<file path="config.mk">
export PLATFORM = sky130hd
export DESIGN_NAME = agu_context_sequencer
export DESIGN_NICKNAME = d
export VERILOG_FILES = /design/src/rtl/agu_context_sequencer.sv
export SDC_FILE = /design/constraint.sdc
export NUM_CORES = 1
export LEC_CHECK = 0
export CAP_MARGIN = 20
export CORE_UTILIZATION = 45
export DETAILED_ROUTE_END_ITERATION = 10
export GPL_TIMING_DRIVEN = 0
export MAX_ROUTING_LAYER = met4
export PLACE_DENSITY = 0.77
export SLEW_MARGIN = 20
export SYNTH_ARGS = -nofsm -noshare
export SYNTH_HDL_FRONTEND = slang
export SYNTH_SLANG_ARGS = --single-unit
</file>
<file path="constraint.sdc">
create_clock -name CLK -period 6.1 [get_ports CLK]
set_input_delay 1.525 -clock CLK [delete_from_list [all_inputs] [get_ports CLK]]
set_output_delay 1.525 -clock CLK [all_outputs]
set_load 0.02 [all_outputs]
</file>
<file path="src/rtl/agu_context_sequencer.sv">
// Context-cache controller: streams config words into the cache, then walks the
// context pointer over base..end for a requested number of iterations.
module agu_context_sequencer #(
  parameter int WIDTH = 28,
  parameter int DEPTH = 64,
  parameter int AW    = 6
) (
  input  logic           CLK,
  input  logic           RST,
  input  logic           cfg_valid,
  output logic           cfg_ready,
  input  logic [WIDTH:0] cfg_data,
  input  logic           cfg_last,
  output logic [WIDTH:0] cache_indata,
  output logic           cache_start,
  output logic [15:0]    cache_cp,
  output logic [AW:0]    loaded_cnt,
  input  logic           run_req,
  input  logic [AW-1:0]  run_base,
  input  logic [AW-1:0]  run_end,
  input  logic [15:0]    run_iter,
  input  logic           stall,
  output logic           run_busy,
  output logic           run_done,
  output logic           run_err
);

  localparam logic [1:0] S_LOAD  = 2'd0;
  localparam logic [1:0] S_READY = 2'd1;
  localparam logic [1:0] S_RUN   = 2'd2;
  localparam logic [1:0] S_DONE  = 2'd3;

  localparam logic [AW:0] FULL = (AW+1)'(DEPTH);

  logic [1:0]    r_state;
  logic [AW:0]   r_loaded;
  logic [AW-1:0] r_cp;
  logic [AW-1:0] r_base;
  logic [AW-1:0] r_end;
  logic [15:0]   r_iter;
  logic          r_err;

  logic          w_beat;
  logic          w_run_ok;
  logic [AW:0]   w_loaded_inc;

  assign cfg_ready    = (r_state == S_LOAD) && (r_loaded < FULL) && !RST;
  assign w_beat       = cfg_valid && cfg_ready;
  assign w_loaded_inc = r_loaded + (AW+1)'(1);
  assign w_run_ok     = (run_base <= run_end) && ({1'b0, run_end} < r_loaded) &&
                        (run_iter != 16'd0);

  // The cache writes on every cycle with start low, so start drops only on a real beat.
  assign cache_start  = !w_beat;
  assign cache_indata = cfg_data;
  assign cache_cp     = {{(16-AW){1'b0}}, r_cp};
  assign loaded_cnt   = r_loaded;
  assign run_busy     = (r_state == S_RUN);
  assign run_done     = (r_state == S_DONE);
  assign run_err      = r_err;

  always_ff @(posedge CLK) begin
    if (RST) begin
      r_state  <= S_LOAD;
      r_loaded <= '0;
      r_cp     <= '0;
      r_base   <= '0;
      r_end    <= '0;
      r_iter   <= '0;
      r_err    <= 1'b0;
    end else begin
      r_err <= 1'b0;
      case (r_state)
        S_LOAD: begin
          if (w_beat) begin
            r_loaded <= w_loaded_inc;
            if (cfg_last || (w_loaded_inc == FULL))
              r_state <= S_READY;
          end
        end
        S_READY: begin
          if (run_req) begin
            if (w_run_ok) begin
              r_cp    <= run_base;
              r_base  <= run_base;
              r_end   <= run_end;
              r_iter  <= run_iter;
              r_state <= S_RUN;
            end else begin
              r_err <= 1'b1;
            end
          end
        end
        S_RUN: begin
          // The pointer never passes the latched end, so the increment cannot wrap.
          if (!stall) begin
            if (r_cp != r_end) begin
              r_cp <= r_cp + AW'(1);
            end else if (r_iter > 16'd1) begin
              r_iter <= r_iter - 16'd1;
              r_cp   <= r_base;
            end else begin
              r_state <= S_DONE;
            end
          end
        end
        S_DONE: r_state <= S_READY;
        default: r_state <= S_LOAD;
      endcase
    end
  end

endmodule

</file>
==> results of run 1 <==
## cell families after synthesis
family / synth area share [%]
other: 0.1117
xor gates and xnor gates: 4.173
and+or+nand+nor: 21.94
adders and majority gates: 7.824
AOI/OAI and AO/OA: 19.41
DFF: 26.23
muxes: 6.520
buffers and inverters: 13.79
## metal layers
metal,vias up,share of wire [%]
met5,-,0
met4,0,1.6
met3,15,7.6
met2,192,46
met1,1552,45
li1,1643,-
## worst min-delay path: stages, from the launching register on
cell      delay (ns)
dfxtp_1         0.31
nand2b_1        0.06
o32ai_1         0.06
## area by class of cell
cell class,instances,area (µm²),share of cell area [%]
repair buffers,80,800.8,18.19
clock buffers,7,76.32,1.734
clock inverters,1,8.758,0.1990
flip-flops and latches,44,880.8,20.01
multi-input cells,297,2048,46.53
inverters,22,82.58,1.876
well taps,99,123.9,2.814
plain buffers,59,380.4,8.641
## metrics by stage
stage / hold slack [ns] / area, µm²
6_report: 0.4855 / 4402
5_1_grt: 0.5082 / 4402
4_1_cts: 0.4822 / 4402
3_5_place_dp: 0.4717 / 4317
3_3_place_gp: 0.4693 / 4317
2_1_floorplan: 0.4495 / 3392
## layout by cell type (no fill, tap or decap), types with 5 or more instances in the layout
| master | n |
|---|---|
| clkbuf_1 | 15 |
| nor2_1 | 41 |
| nand2b_1 | 9 |
| inv_1 | 22 |
| nor4_1 | 10 |
| mux2i_1 | 17 |
| conb_1 | 10 |
| and3_1 | 5 |
| buf_4 | 39 |
| ha_1 | 21 |
| clkdlybuf4s50_1 | 80 |
| nor3_1 | 15 |
| nand2_1 | 14 |
| dfxtp_1 | 44 |
| xor2_1 | 8 |
| o32ai_1 | 6 |
| a311oi_1 | 7 |
| nand3_1 | 14 |
| o21ai_0 | 7 |
| clkbuf_8 | 5 |
| a31oi_1 | 7 |
| a21oi_1 | 32 |
| xnor2_1 | 8 |
| nand4_1 | 6 |
## power breakdown
group / switching, mW / internal, mW
sequential: 0.0743 / 0.344
clock: 0.108 / 0.0821
combinational: 0.608 / 0.406
## state kept, by name (all words and copies together), names as in the netlist
name        cells
loaded_cnt      7
r_iter         16
run_err         1
r_end           6
r_cp            6
r_base          6
r_state         2
## path summary, 6_finish.rpt
path                 startpoint    endpoint  slack (ns)  depth (start not counted)
setup / recovery            RST   cfg_ready        0.92                          5
hold / removal       r_iter[13]  r_iter[13]        0.49                          2
setup reg to reg  loaded_cnt[4]   r_iter[3]        3.15                          9
hold reg to reg      r_iter[13]  r_iter[13]        0.49                          2
==> run metrics, run 1 <==
outcome complete, no violations; Setup WS pre-CTS approximately 0.96 ns; final setup violation count 0; 1st-pass router iterations 5; post-synth top area cell dfxtp_1; Die ar. slightly below 0.008 mm²; layout cells sized above 1 a little over an eighth; Post-synth EDFFs 0; clock skew approximately 0.012 ns; synth unique cells 60; WP data arrival between 3 and 4 ns; ANT nets after route 0; Final Hold Viols 0; synthesis-stage register bit count between 40 and 50; Crit path buffers/inverters 4; CTS Buffer Depth 2; Fillers 680; most common cell in the synthesized netlist dfxtp_1; min Tclk post-route a little over 5 ns; P_leak between 1.5 and 2 nW; P per Cell Area around 370 mW/mm²; yosys warns 0; most frequent cells after synthesis 44 x dfxtp_1, 41 x nor2_1, 39 x buf_4, 32 x a21oi_1, 22 x inv_1; cells after synthesis around 410; Core Area roughly 0.0072 mm²; antenna violations before repair 0; # H-tree levels 2; Worst-Skew Late Latency between 0.3 and 0.4 ns; first-pass GRT wire length 15,100 µm; Peak VDD IR approximately 0.00024 V; Die W just under 90 µm; # IOs between 100 and 150; top post-synthesis cells by area dfxtp_1 26%, buf_4 8.7%, ha_1 7.8%, mux2i_1 5.1%, a21oi_1 4.8%; Post-DP HPWL 7389 µm; Antenna Cells 0; syn_area_per_cell between 8 and 9 µm²; Tot GR Track Use about 26%; upper clock frequency limit a little under 0.2 GHz; placed insts around 600; DRC 0; Wirelength per Cell ~16 µm; vias in the first global route about 3,100; CP top delay family buffers and inverters; number of port buffers 80; met3 usage between 2 and 3%; post-cts gate resize count 0; largest net degree at the start of global routing 14; CTS Hold Buffers Added 0; area growth from synthesis to layout 31.07%; setup bufs post-CTS 0; drt via density 5.586; final core utilization 61.01%; # rows 31; CP Launch Type input port; crit path cell chain clkdlybuf4s50_1 > clkbuf_1 > clkbuf_1 > nor3_1 > clkdlybuf4s50_1; Post-Syn Area between 0.003 and 0.004 mm²; overall power ~1.6 mW; Routed WL roughly 9600 µm; Hold Crit Class reg -> reg; Reg clk slew, reported paths ~0.08 ns; TritonCTS clock tree built; initial core utilization a little under half; crit-path max FO 10; Die Span Y 88.39 µm; CP max stage delay between 0.5 and 0.6 ns; Root Buffer clkbuf_8; CP max stage cell clkdlybuf4s50_1; CTS buffer count 5; DRT iter0 DRCs ~260; ys async rst share 0%; Non-Filler Instances approximately 610; met1 Track Usage GR 33.81%; Final TNS setup 0 ns; Critical Path RT approximately 4.6 ns; Slew Viols, Final 0; maxcap violations 0; GR peak layer met2; GPL Wtd Cong between 0.9 and 1; top cell type's share of synthesized area between 20% and 30%; most common flop cell mapped by yosys dfxtp_1; Worst-Margin Slew slightly above 0.8 ns; Setup crit end kind output pin; CP Class in -> out; slew margin rel. 44.84%; fin worst setup slack a little over 0.9 ns; fin crit share between 80% and 90%; fin nets 593; met2 track demand over resource a little over two fifths; gr ovfl total 0; share of the yosys chip area belonging to registers a little over a quarter; clk sink count 44; total number of vias roughly 3,400; RSZ-0062 raised after global routing no
Power figures use the tool's default switching activity.
==> inputs of run 2 (changes only) <==
==> constraint.sdc (replaced) <==
create_clock -name CLK -period 4.8 [get_ports CLK]
set_input_delay 1.2 -clock CLK [delete_from_list [all_inputs] [get_ports CLK]]
set_output_delay 1.2 -clock CLK [all_outputs]
set_load 0.02 [all_outputs]
==> results of run 2 <==
Same layout as run 1 (identical final DEF). Status: complete, no violations.
Main changes from that run: setup slack after placement 0.9561 ns -> 0.3061 ns; setup slack after layout 0.9170 ns -> 0.2670 ns; register-to-register setup slack 3.15 ns -> 1.85 ns; total power 1.623 mW -> 2.062 mW; worst IR drop on VDD 0.0002448 V -> 0.0003111 V
